File: config.mk
export PLATFORM = sky130hd
export DESIGN_NAME = fifo_ctrl
export DESIGN_NICKNAME = d
export VERILOG_FILES = /design/src/rtl/fifo_ctrl_pkg.sv /design/src/rtl/fifo_ctrl_ns.sv /design/src/rtl/fifo_ctrl.sv
export SDC_FILE = /design/constraint.sdc
export NUM_CORES = 1
export LEC_CHECK = 0
export ABC_AREA = 1
export CORE_MARGIN = 10
export CORE_UTILIZATION = 47
export CTS_BUF_LIST = sky130_fd_sc_hd__clkbuf_4
export CTS_CLUSTER_DIAMETER = 150
export DETAILED_ROUTE_END_ITERATION = 10
export PLACE_DENSITY_LB_ADDON = 0.3
export SLEW_MARGIN = 25
export SYNTH_ARGS = -nofsm -noshare
export SYNTH_HDL_FRONTEND = slang
export SYNTH_SLANG_ARGS = --single-unit
File: constraint.sdc
create_clock -name clk -period 2.2 [get_ports clk]
set_input_delay 0.55 -clock clk [delete_from_list [all_inputs] [get_ports clk]]
set_output_delay 0.55 -clock clk [all_outputs]
set_load 0.03 [all_outputs]
File: src/rtl/fifo_ctrl_pkg.sv
// Shared definitions for the register-file FIFO controller: default geometry
// and the 3-bit state encodings used by the top and its next-state logic.
package fifo_ctrl_pkg;

  localparam int FIFO_DEPTH = 8;
  localparam int FIFO_AW    = 3;
  localparam int FIFO_CW    = 4;

  typedef logic [2:0] state_t;

  localparam state_t ST_INIT     = 3'b000;
  localparam state_t ST_NO_OP    = 3'b001;
  localparam state_t ST_WRITE    = 3'b010;
  localparam state_t ST_WR_ERROR = 3'b011;
  localparam state_t ST_READ     = 3'b100;
  localparam state_t ST_RD_ERROR = 3'b101;

  // Occupancy once the transfer owned by the current state has committed.
  function automatic logic [FIFO_CW-1:0] committed_count(
    input state_t             state,
    input logic [FIFO_CW-1:0] count
  );
    logic [FIFO_CW-1:0] result;
    result = count;
    if (state == ST_WRITE) begin
      result = count + FIFO_CW'(1);
    end else if (state == ST_READ) begin
      result = count - FIFO_CW'(1);
    end
    return result;
  endfunction

endpackage

File: src/rtl/fifo_ctrl_ns.sv
// Combinational next-state logic for fifo_ctrl. Full/empty are judged on the
// occupancy after the current state commits, so back-to-back transfers never overshoot.
module fifo_ctrl_ns
  import fifo_ctrl_pkg::*;
#(
  parameter int DEPTH = FIFO_DEPTH,
  parameter int CW    = FIFO_CW
) (
  input  state_t          state_i,
  input  logic            wr_en_i,
  input  logic            rd_en_i,
  input  logic [CW-1:0]   count_i,
  output state_t          state_d_o,
  output logic [CW-1:0]   count_d_o
);

  logic full_next;
  logic empty_next;

  always_comb begin
    count_d_o = count_i;
    case (state_i)
      ST_WRITE: count_d_o = count_i + CW'(1);
      ST_READ:  count_d_o = count_i - CW'(1);
      default:  count_d_o = count_i;
    endcase
  end

  assign full_next  = (count_d_o == CW'(DEPTH));
  assign empty_next = (count_d_o == '0);

  // Every state, INIT included, decodes the request pair the same way.
  always_comb begin
    state_d_o = ST_NO_OP;
    if (wr_en_i && !rd_en_i) begin
      state_d_o = full_next ? ST_WR_ERROR : ST_WRITE;
    end else if (rd_en_i && !wr_en_i) begin
      state_d_o = empty_next ? ST_RD_ERROR : ST_READ;
    end
  end

endmodule

File: src/rtl/fifo_ctrl.sv
// Control stage for an 8x32 register-file FIFO: drives bank write enables and
// the read-mux select, tracks head/tail/occupancy and reports handshake status.
module fifo_ctrl
  import fifo_ctrl_pkg::*;
#(
  parameter int DEPTH = FIFO_DEPTH,
  parameter int AW    = FIFO_AW,
  parameter int CW    = FIFO_CW
) (
  input  logic             clk,
  input  logic             reset_n,
  input  logic             wr_en,
  input  logic             rd_en,
  output logic [DEPTH-1:0] we_onehot,
  output logic [AW-1:0]    rd_sel,
  output logic             full,
  output logic             empty,
  output logic             wr_ack,
  output logic             wr_err,
  output logic             rd_ack,
  output logic             rd_err,
  output logic [CW-1:0]    data_count,
  output logic [2:0]       state_dbg
);

  // Handshake: a request sampled at edge N selects the state held during
  // cycle N..N+1; its ack/err and bank enable are valid for exactly that cycle,
  // and the transfer commits (pointer and count move) at edge N+1.

  state_t          state_q, state_d;
  logic [AW-1:0]   head_q, head_d;
  logic [AW-1:0]   tail_q, tail_d;
  logic [CW-1:0]   count_q, count_d;
  logic [CW-1:0]   count_commit;

  fifo_ctrl_ns #(
    .DEPTH (DEPTH),
    .CW    (CW)
  ) u_ns (
    .state_i   (state_q),
    .wr_en_i   (wr_en),
    .rd_en_i   (rd_en),
    .count_i   (count_q),
    .state_d_o (state_d),
    .count_d_o (count_commit)
  );

  always_comb begin
    head_d  = head_q;
    tail_d  = tail_q;
    count_d = count_commit;
    if (state_q == ST_WRITE) begin
      tail_d = tail_q + AW'(1);
    end
    if (state_q == ST_READ) begin
      head_d = head_q + AW'(1);
    end
  end

  always_ff @(posedge clk or negedge reset_n) begin
    if (!reset_n) begin
      state_q <= ST_INIT;
      head_q  <= '0;
      tail_q  <= '0;
      count_q <= '0;
    end else begin
      state_q <= state_d;
      head_q  <= head_d;
      tail_q  <= tail_d;
      count_q <= count_d;
    end
  end

  // Moore decode straight off the state register, so an async reset during
  // a WRITE cycle removes the bank enable without waiting for a clock.
  always_comb begin
    we_onehot = '0;
    if (state_q == ST_WRITE) begin
      we_onehot = {{(DEPTH-1){1'b0}}, 1'b1} << tail_q;
    end
  end

  assign rd_sel     = head_q;
  assign wr_ack     = (state_q == ST_WRITE);
  assign wr_err     = (state_q == ST_WR_ERROR);
  assign rd_ack     = (state_q == ST_READ);
  assign rd_err     = (state_q == ST_RD_ERROR);
  assign full       = (count_q == CW'(DEPTH));
  assign empty      = (count_q == '0);
  assign data_count = count_q;
  assign state_dbg  = state_q;

endmodule

=== Yosys cells after proc, flatten, opt, wreduce, memory -nomap -nowiden ===
Cells that the tools add are included.

* Add/sub/neg operators: 4
* Equal/unequal tests: 6
* Shifts and indexed selects: 1
* Mux-type cells: 6
* Reductions and logical operators: 6

{| class="wikitable"
|+ Operators with widths
! operator !! count
|-
| $eq 4x4->1 const B || 2
|-
| $logic_not 4->1 || 2
|-
| $mux 8 || 1
|-
| $pmux 4 s2 || 1
|-
| $shl 1x3->8 const A || 1
|-
| $add 3x1->3 const B || 2
|-
| $eq 3x2->1 const B || 2
|-
| $eq 3x3->1 const B || 2
|-
| $mux 3 || 2
|-
| $add 4x1->4 const B || 1
|-
| $sub 4x1->4 const B || 1
|-
| $logic_and 1x1->1 || 2
|-
| $logic_not 1->1 || 2
|-
| $mux 1 || 2
|}

* Bits in registers: 13
* Bits of input ports: 4

=== Logic depth before layout (Yosys ltp) ===
Gate-level depths: netlist (run 1).

* Depth after elaboration: 6
* Depth in mapped cells: 13

=== Cells and area by module ===
From an unflattened synthesis (run 1), not the netlist that was laid out.

* Cells, all modules: 137
* Area, all modules: 967.2 µm²

{| class="wikitable"
|+ Modules (own cells, without submodules)
! module !! times used !! cells each !! area an instance (µm²) !! seq. area each (µm²)
|-
| fifo_ctrl || 1 || 79 || 668.1 || 325.3
|-
| fifo_ctrl_ns || 1 || 58 || 299.0 || 0.0
|}

=== Worst setup path after synthesis (run 1) ===
OpenSTA, ideal clock, no wires.

* Path type: register to output
* Start: register state_q[2], in the netlist state_dbg[2]
* End: output we_onehot[0]
* Arrival time: 1.643 ns
* Data required time: 1.650 ns
* Slack: 0.007 ns
* Cell stages (with the launch flop): 5
* Buffers on the path: 1
* Cells stage by stage: dfrtp_1 -> inv_1 -> nand3_4 -> buf_2 -> nor3_1

* Longest elaborated chain between the ends: 2

{| class="wikitable"
|+ RTL lines
! element !! line !! RTL
|-
| from (decl) || fifo_ctrl.sv:30 || <nowiki>state_t state_q, state_d;</nowiki>
|-
| from (signal assigned) || fifo_ctrl.sv:67 || <nowiki>state_q <= state_d;</nowiki>
|-
| $eq 3x2->1 || fifo_ctrl.sv:78 || <nowiki>if (state_q == ST_WRITE) begin</nowiki>
|-
| $mux 8 || fifo_ctrl.sv:78 ||
|-
| to (decl) || fifo_ctrl.sv:14 || <nowiki>output logic [DEPTH-1:0] we_onehot,</nowiki>
|}

No other way between the ends.

=== Worst setup path after layout (run 1) ===
* Start: register tail_q[0]
* End: output we_onehot[7]

* Longest elaborated chain between the ends: 2

{| class="wikitable"
|+ RTL lines
! element !! line !! RTL
|-
| from (decl) || fifo_ctrl.sv:32 || <nowiki>logic [AW-1:0] tail_q, tail_d;</nowiki>
|-
| from (signal assigned) || fifo_ctrl.sv:69 || <nowiki>tail_q <= tail_d;</nowiki>
|-
| $shl 1x3->8 || fifo_ctrl.sv:79 || <nowiki>we_onehot = {{(DEPTH-1){1'b0}}, 1'b1} << tail_q;</nowiki>
|-
| $mux 8 || fifo_ctrl.sv:78 ||
|}

No other way between the ends.

==> results of run 1 <==
==> report_power, final <==
part	leakage, nW	internal (mW)	switching [mW]
Sequential	0.156	0.331	0.0925
Clock	0.0184	0.0829	0.0826
Combinational	0.467	0.313	0.480
==> per-stage QoR <==
step,util,worst slack (ps),power (mW)
5_1_grt,0.683,9.23,1.50
3_3_place_gp,0.682,115,1.20
4_1_cts,0.690,6.00,1.40
6_report,0.683,107,1.38
3_5_place_dp,0.682,13.8,1.24
2_1_floorplan,-,6.60,0.935
==> sequential cells by signal (all words and copies together) (netlist names) <==
name / count
data_count: 4
rd_sel: 3
state_dbg: 3
tail_q: 3
==> how the worst min path moves through the flow <==
stage | to | cells past startpoint
CTS | rd_sel[2] | 1
detailed placement | rd_sel[2] | 1
finish | rd_sel[2] | 1
global route | rd_sel[2] | 1
floorplan | data_count[0] | 0
global placement | rd_sel[2] | 1
==> worst max-delay path: cells and delay by family, from the launching register on <==
| kind | cells | cell delay, ps |
|---|---|---|
| fa+ha+maj | 2 | 410 |
| flops | 1 | 400 |
| simple gates | 1 | 40 |
| buf+inv | 2 | 400 |
==> kinds of logic (layout without fill, tap and decap cells) <==
group / Yosys count / in the layout / share of synthesized area
XOR/XNOR: 4 / 4 / 0.0402
AO/OA/AOI/OAI: 5 / 5 / 0.0287
AND/OR/NAND/NOR: 52 / 52 / 0.301
adder cells (fa/ha/maj): 10 / 10 / 0.152
buffers and inverters: 24 / 59 / 0.105
flip-flops: 13 / 13 / 0.373
==> final cells by class <==
class / instances / area, um^2 / area share
well taps: 25 / 31.3 / 0.0262
repair buffers: 32 / 264 / 0.221
multi-input cells: 71 / 455 / 0.382
flip-flops and latches: 13 / 325 / 0.273
inverters: 23 / 86.3 / 0.0724
clock buffers: 4 / 30.0 / 0.0252
==> synthesized netlist by cell type, drive strengths merged <==
master / number
nand2: 24
inv: 23
dfrtp: 13
nor2: 10
ha: 9
nor3: 9
nand3: 8
o21ai: 3
xnor2: 3
a21oi: 2
buf: 1
fa: 1
nand3b: 1
xor2: 1
==> routing by layer <==
| metal | part of all wire | track usage | wire, um |
|---|---|---|---|
| met3 | 0.090 | 0.0530 | 182 |
| met5 | 0 | 0 | 0 |
| met1 | 0.41 | 0.107 | 829 |
| met2 | 0.48 | 0.193 | 968 |
| met4 | 0.020 | 0.0587 | 40 |
==> repair_timing <==
| action | CTS | global route |
|---|---|---|
| buffers inserted | 0 | 2 |
| pin swaps | 0 | 1 |
| setup endpoints to repair | 14 | 9 |
| resized for setup | 15 | 19 |
==> cell usage in the layout, fill, tap and decap left out <==
| cell | count |
|---|---|
| a21oi_1 | 2 |
| buf_4 | 5 |
| clkbuf_2 | 7 |
| clkbuf_4 | 4 |
| clkdlybuf4s50_1 | 13 |
| dfrtp_1 | 13 |
| dlygate4sd2_1 | 7 |
| fa_1 | 1 |
| ha_1 | 9 |
| inv_1 | 20 |
| inv_2 | 3 |
| nand2_1 | 18 |
| nand2_2 | 6 |
| nand3_1 | 6 |
| nand3_2 | 1 |
| nand3_4 | 1 |
| nand3b_1 | 1 |
| nor2_1 | 8 |
| nor2_2 | 1 |
| nor2_4 | 1 |
| nor3_1 | 9 |
| o21ai_0 | 3 |
| xnor2_1 | 3 |
| xor2_1 | 1 |
==> metrics.csv, run 1 <==
metric,value,unit
Sink Count,13,
first-pass GRT wire length,3620,um
Post-DP HPWL,1680,um
drc violations,0,
clock insertion delay at the later pin of the skew report,280,ps
CP Capture Point,we_onehot[7],
# rows,15,
HP Class,reg2reg,
worst r2r src,state_dbg[1],
dominant cells by area after synthesis,"dfrtp_1 37%, ha_1 13%, inv_1 8.6%",
Power Density,1160,nW/um^2
Synth area leader,dfrtp_1,
post-synth top area share,0.373,
detailed-route via count,796,
Core ar.,1750,um^2
Nets,158,
Hold Startpoint,rd_sel[2],
Die Height,63.1,um
Syn Nets,122,
post-synthesis sequential area ratio,0.373,
largest net degree at the start of global routing,17,
initial DRC count,16,
clk buf depth,2,
mapped cell area,872,um^2
Congestion Overflow GR,0,
Die Width,63.1,um
fin area,1190,um^2
Worst slew margin,0.597,
Fill cells,171,
final setup skew,1.51,ps
CTS root buf,clkbuf_4,
total negative slack,0,ps
flop2flop setup slack,260,ps
Antenna Cells,0,
Peak VDD IR,0.000632,V
CP cell instances,ha_1 > ha_1 > inv_1 > nor2_1 > dlygate4sd2_1,
CTS clock-pin slew for the worst setup and hold paths,80,ps
"most used cell, CP",ha_1,
crit path DAT,1540,ps
Vias per Instance,4.74,
initial antenna violation count,0,
outcome,finished clean,
# placed instances,162,
DP Area,1190,um^2
Crit-path slowest cell,dfrtp_1,
final hold violations,0,
cell leakage power,0.641,nW
DRT Pass-1 Iters,4,
vias in the first global route,852,
Final Non-Filler Cells,168,
share of cells above drive strength 1,0.203,
Worst Setup SP,tail_q[0],
Worst EP required,1650,ps
Max Slew Vio Count,0,
Fin Hold WS,475,ps
crit start category,register,
Worst R2R End,state_dbg[0],
Initial Util,0.500,
Setup CP Type,reg2out,
CTS Hold Bufs,0,
Final period util,0.951,
Die ar.,3980,um^2
RSZ-0062 raised after global routing,no,
H-tree depth,1,
achievable frequency,0.478,GHz
Layout area overhead,36.7,%
final setup violation count,0,
Post-Syn Area per Cell,8.07,um^2
Post-Synthesis Cells,108,
PortBufs,27,
CP endpoint kind,primary output,
reg2reg path depth,12,
Netlist cell types,20,
io pins,28,
Final min period,2090,ps
total number of yosys warnings,0,
post-route ant nets,0,
Worst path max stage delay,400,ps
wire per inst,12.0,um
Global Route Usage Sum,0.111,
Synth Register Bits,13,
Critical Path Fanout Max,3,
CTS buffer count,3,
CTS tree,yes,
Worst-Margin Slew,603,ps
Max-Cap Viols,0,
routability cong.,0.722,
total detailed-routing wirelength,2020,um
Note: power is estimated with default switching activity, not from simulation.
==> run 2: changes to the inputs <==
==> constraint.sdc (replaced) <==
create_clock -name clk -period 2.2 [get_ports clk]
set_input_delay 0.33 -clock clk [delete_from_list [all_inputs] [get_ports clk]]
set_output_delay 0.33 -clock clk [all_outputs]
set_load 0.03 [all_outputs]
==> run 2 against run 1 <==
Die area unchanged. Via count up 0.38%. Sequential power rose by 3%. Largest cell class unchanged. Combinational power down 4.0%. Wire length up 0.89%. Design area increased by 2.0%. Maximum frequency increased by 0.97%. Sequential share of layout area shrank 0.43 points. Global-route usage fell by 0.14 points. Flip-flop and latch count unchanged. Clock skew is essentially flat.
==> metrics.csv, run 2 (synthesized netlist as in run 1, its figures left out) <==
metric,value,unit
Layout area overhead,39.5,%
DRT Pass-1 Iters,4,
total detailed-routing wirelength,2040,um
"most common cell after layout, fill and taps aside",inv_1,
Worst-Margin Slew,580,ps
Critical Path Fanout Max,5,
Antenna Cells,0,
Max Slew Vio Count,0,
clock insertion delay at the later pin of the skew report,280,ps
Global Route Usage Sum,0.110,
crit path DAT,1740,ps
cell leakage power,0.669,nW
final setup skew,1.97,ps
Die Width,63.1,um
Die ar.,3980,um^2
crit start category,register,
Worst slew margin,0.612,
CTS root buf,clkbuf_4,
drc violations,0,
first-pass GRT wire length,3590,um
initial antenna violation count,0,
Power Density,1120,nW/um^2
final setup violation count,0,
Max-Cap Viols,0,
HP Class,in2async,
Final period util,0.942,
largest net degree at the start of global routing,17,
achievable frequency,0.482,GHz
Final min period,2070,ps
share of cells above drive strength 1,0.149,
outcome,finished clean,
Fill cells,149,
CTS buffer count,3,
Vias per Instance,4.81,
io pins,28,
# placed instances,159,
switching power,0.645,mW
number of flip-flops in the largest register,4,
H-tree depth,1,
CTS Hold Bufs,0,
pre-CTS WS,184,ps
PortBufs,27,
post-route ant nets,0,
CTS clock-pin slew for the worst setup and hold paths,80,ps
vias in the first global route,811,
Congestion Overflow GR,0,
Nets,156,
Post-DP HPWL,1670,um
"commonest cells after routing, fill and taps aside","20 x inv_1, 18 x nand2_1, 16 x clkdlybuf4s50_1",
Clk pwr share,0.119,
Comb power frac,0.559,
# rows,15,
CTS tree,yes,
Final Non-Filler Cells,166,
final hold violations,0,
CP endpoint kind,primary output,
Die Height,63.1,um
Initial Util,0.500,
clk buf depth,2,
Peak VDD IR,0.000662,V
Sink Count,13,
switching share of power,0.474,
sequential share of power,0.322,
initial DRC count,20,
Worst EP required,1870,ps
final worst slack,127,ps
Int Power,0.715,mW
Setup CP Type,reg2out,
routability cong.,0.725,
detailed-route via count,799,
wire per inst,12.3,um
Core ar.,1750,um^2
run 2: cell count changes in the layout (fill, tap and decap cells not counted):
cell / previous run / this run
dfrtp_2: 0 / 1
clkbuf_2: 7 / 0
buf_4: 5 / 3
dlygate4sd2_1: 7 / 9
dlymetal6s2s_1: 0 / 2
clkdlybuf4s50_1: 13 / 16
dfrtp_1: 13 / 12
run 2: worst max-delay path: stages (launching register included):
cell	delay [ps]
dfrtp_1	440
inv_1	100
nand2_1	80
nor3_1	140
clkdlybuf4s50_1	700
run 2: worst paths after layout:
check / start / depth (start not counted) / to / slack (ps)
max: data_count[0] / 4 / empty / 130
min: reset_n / 1 / tail_q[2] / 420
max reg2reg: state_dbg[1] / 12 / state_dbg[0] / 240
min reg2reg: rd_sel[2] / 1 / rd_sel[2] / 470
max in group asynchronous: reset_n / 1 / state_dbg[1] / 1370
min in group clk: rd_sel[2] / 1 / rd_sel[2] / 470
run 2: layout make-up:
class	instances	area, um^2	area share
clock buffers	4	30.0	0.0247
multi-input cells	71	455	0.374
inverters	23	86.3	0.0710
repair buffers	30	287	0.236
well taps	25	31.3	0.0257
flip-flops and latches	13	327	0.269
run 2: repair_timing:
action	in CTS	in global routing
gates cloned	0	0
pin swaps	0	1
buffers inserted	0	3
endpoints found under the setup margin	9	4
resized for setup	9	3
run 2: per-stage QoR:
step           instance area, um^2  hold WS, ps   util  power [mW]  setup TNS [ps]
6_report                      1220          416  0.697        1.36               0
5_1_grt                       1220          475  0.697        1.48           -34.0
4_1_cts                       1190          429  0.680        1.37               0
3_5_place_dp                  1170          463  0.670        1.21               0
3_3_place_gp                  1170          460  0.670        1.18               0
2_1_floorplan                  872         34.4      -       0.935               0
run 2: power groups by stage:
stage / registers [mW] / logic (mW) / clock network, mW
after global routing: 0.460 / 0.848 / 0.176
after global placement: 0.438 / 0.743 / 0
after floorplan: 0.559 / 0.376 / 0
after CTS: 0.439 / 0.767 / 0.166
after detailed placement: 0.443 / 0.767 / 0
final: 0.438 / 0.760 / 0.162
run 2: layer usage:
layer  vias to the layer above  part of all wire  global-route usage
li1                        398                 -                   -
met1                       368              0.39               0.105
met2                        25              0.47               0.185
met3                         8             0.090              0.0495
met4                         0             0.046              0.0754
met5                         -                 0                   0
==> run 3: changes to the inputs <==
- SKIP_CTS_REPAIR_TIMING: unset -> 1
==> run 3 against run 2 <==
Critical endpoint unchanged. Sequential power is essentially flat. First-iteration DRC count grew 5.0%. Highest routed layer unchanged. Maximum frequency shrank 0.23%. Power grew 0.71%. Cell count is the same.
==> metrics.csv, run 3 (synthesized netlist as in run 1, its figures left out) <==
metric,value,unit
Initial Util,0.500,
Worst slew margin,0.617,
outcome,finished clean,
final hold violations,0,
initial antenna violation count,0,
CTS root buf,clkbuf_4,
pre-CTS WS,184,ps
Power Density,1100,nW/um^2
Setup CP Type,reg2out,
Worst path max stage delay,700,ps
Worst-Margin Slew,573,ps
Fin Hold WS,414,ps
DRT Pass-1 Iters,4,
Post-DP HPWL,1670,um
Peak VDD IR,0.000672,V
Congestion Overflow GR,0,
initial DRC count,21,
vias in the first global route,811,
final setup skew,0.314,ps
Nets,156,
Layout area overhead,43.3,%
CTS tree,yes,
"commonest cells after routing, fill and taps aside","20 x inv_1, 18 x nand2_1, 16 x clkdlybuf4s50_1",
Worst Setup SP,data_count[0],
crit start category,register,
final setup violation count,0,
Vias per Instance,4.81,
Core ar.,1750,um^2
final worst slack,122,ps
Worst EP required,1870,ps
worst r2r src,state_dbg[1],
Die Width,63.1,um
HP Class,in2async,
Final period util,0.944,
drc violations,0,
"Core Util, Final",0.716,
total negative slack,0,ps
"most common cell after layout, fill and taps aside",inv_1,
io pins,28,
routability cong.,0.725,
wire per inst,13.0,um
Die Height,63.1,um
fin area,1250,um^2
number of flip-flops in the largest register,4,
CTS buffer count,3,
largest net degree at the start of global routing,17,
total detailed-routing wirelength,2170,um
# rows,15,
achievable frequency,0.481,GHz
detailed-route via count,798,
first-pass GRT wire length,3590,um
cell leakage power,0.792,nW
Die ar.,3980,um^2
Global Route Usage Sum,0.110,
DP Area,1170,um^2
Antenna Cells,0,
PortBufs,27,
Critical Path Fanout Max,5,
CP endpoint kind,primary output,
H-tree depth,1,
Sink Count,13,
clk buf depth,2,
share of cells above drive strength 1,0.149,
CTS clock-pin slew for the worst setup and hold paths,80,ps
crit path DAT,1750,ps
Max-Cap Viols,0,
Max Slew Vio Count,0,
Final min period,2080,ps
Crit-path slowest cell,clkdlybuf4s50_1,
post-route ant nets,0,
clock insertion delay at the later pin of the skew report,280,ps
CP cell instances,inv_1 > nand2_1 > nor3_1 > clkdlybuf4s50_1,
## run 3: final timing paths
check | endpoint | slack [ps] | cells past startpoint
min in group clk | rd_sel[2] | 470 | 1
min reg2reg | rd_sel[2] | 470 | 1
max | empty | 120 | 4
max in group asynchronous | state_dbg[1] | 1380 | 1
min | rd_sel[2] | 410 | 1
max reg2reg | state_dbg[0] | 260 | 12
## run 3: critical path: cells and delay by family (launching register included)
family        cells  cell delay [ps]
flops             1              440
simple gates      2              230
buf+inv           2              800
## run 3: area by class of cell
| class | count | area [um^2] |
|---|---|---|
| Inverter | 23 | 86.3 |
| Fill cell | 142 | 495 |
| Sequential cell | 13 | 327 |
| Timing Repair Buffer | 30 | 320 |
| Multi-Input combinational cell | 71 | 455 |
| Tap cell | 25 | 31.3 |
| Clock buffer | 4 | 30.0 |
## run 3: through the flow
stage	std cells	total power, mW
floorplan	108	0.935
global placement	159	1.18
detailed placement	159	1.21
CTS	163	1.38
global route	166	1.49
finish	166	1.37
## run 3: report_power, final
group	internal [mW]	switching, mW	total [mW]	leakage, nW
clock	0.0827	0.0793	0.162	0.0184
combinational	0.304	0.465	0.768	0.619
sequential	0.332	0.108	0.440	0.155
total	0.718	0.652	1.37	0.792
## run 3: per-layer routing
layer / GRT usage / up-vias / share of wire
li1: - / 397 / -
met1: 0.105 / 366 / 0.39
met2: 0.185 / 27 / 0.49
met3: 0.0495 / 8 / 0.079
met4: 0.0754 / 0 / 0.043
met5: 0 / - / 0
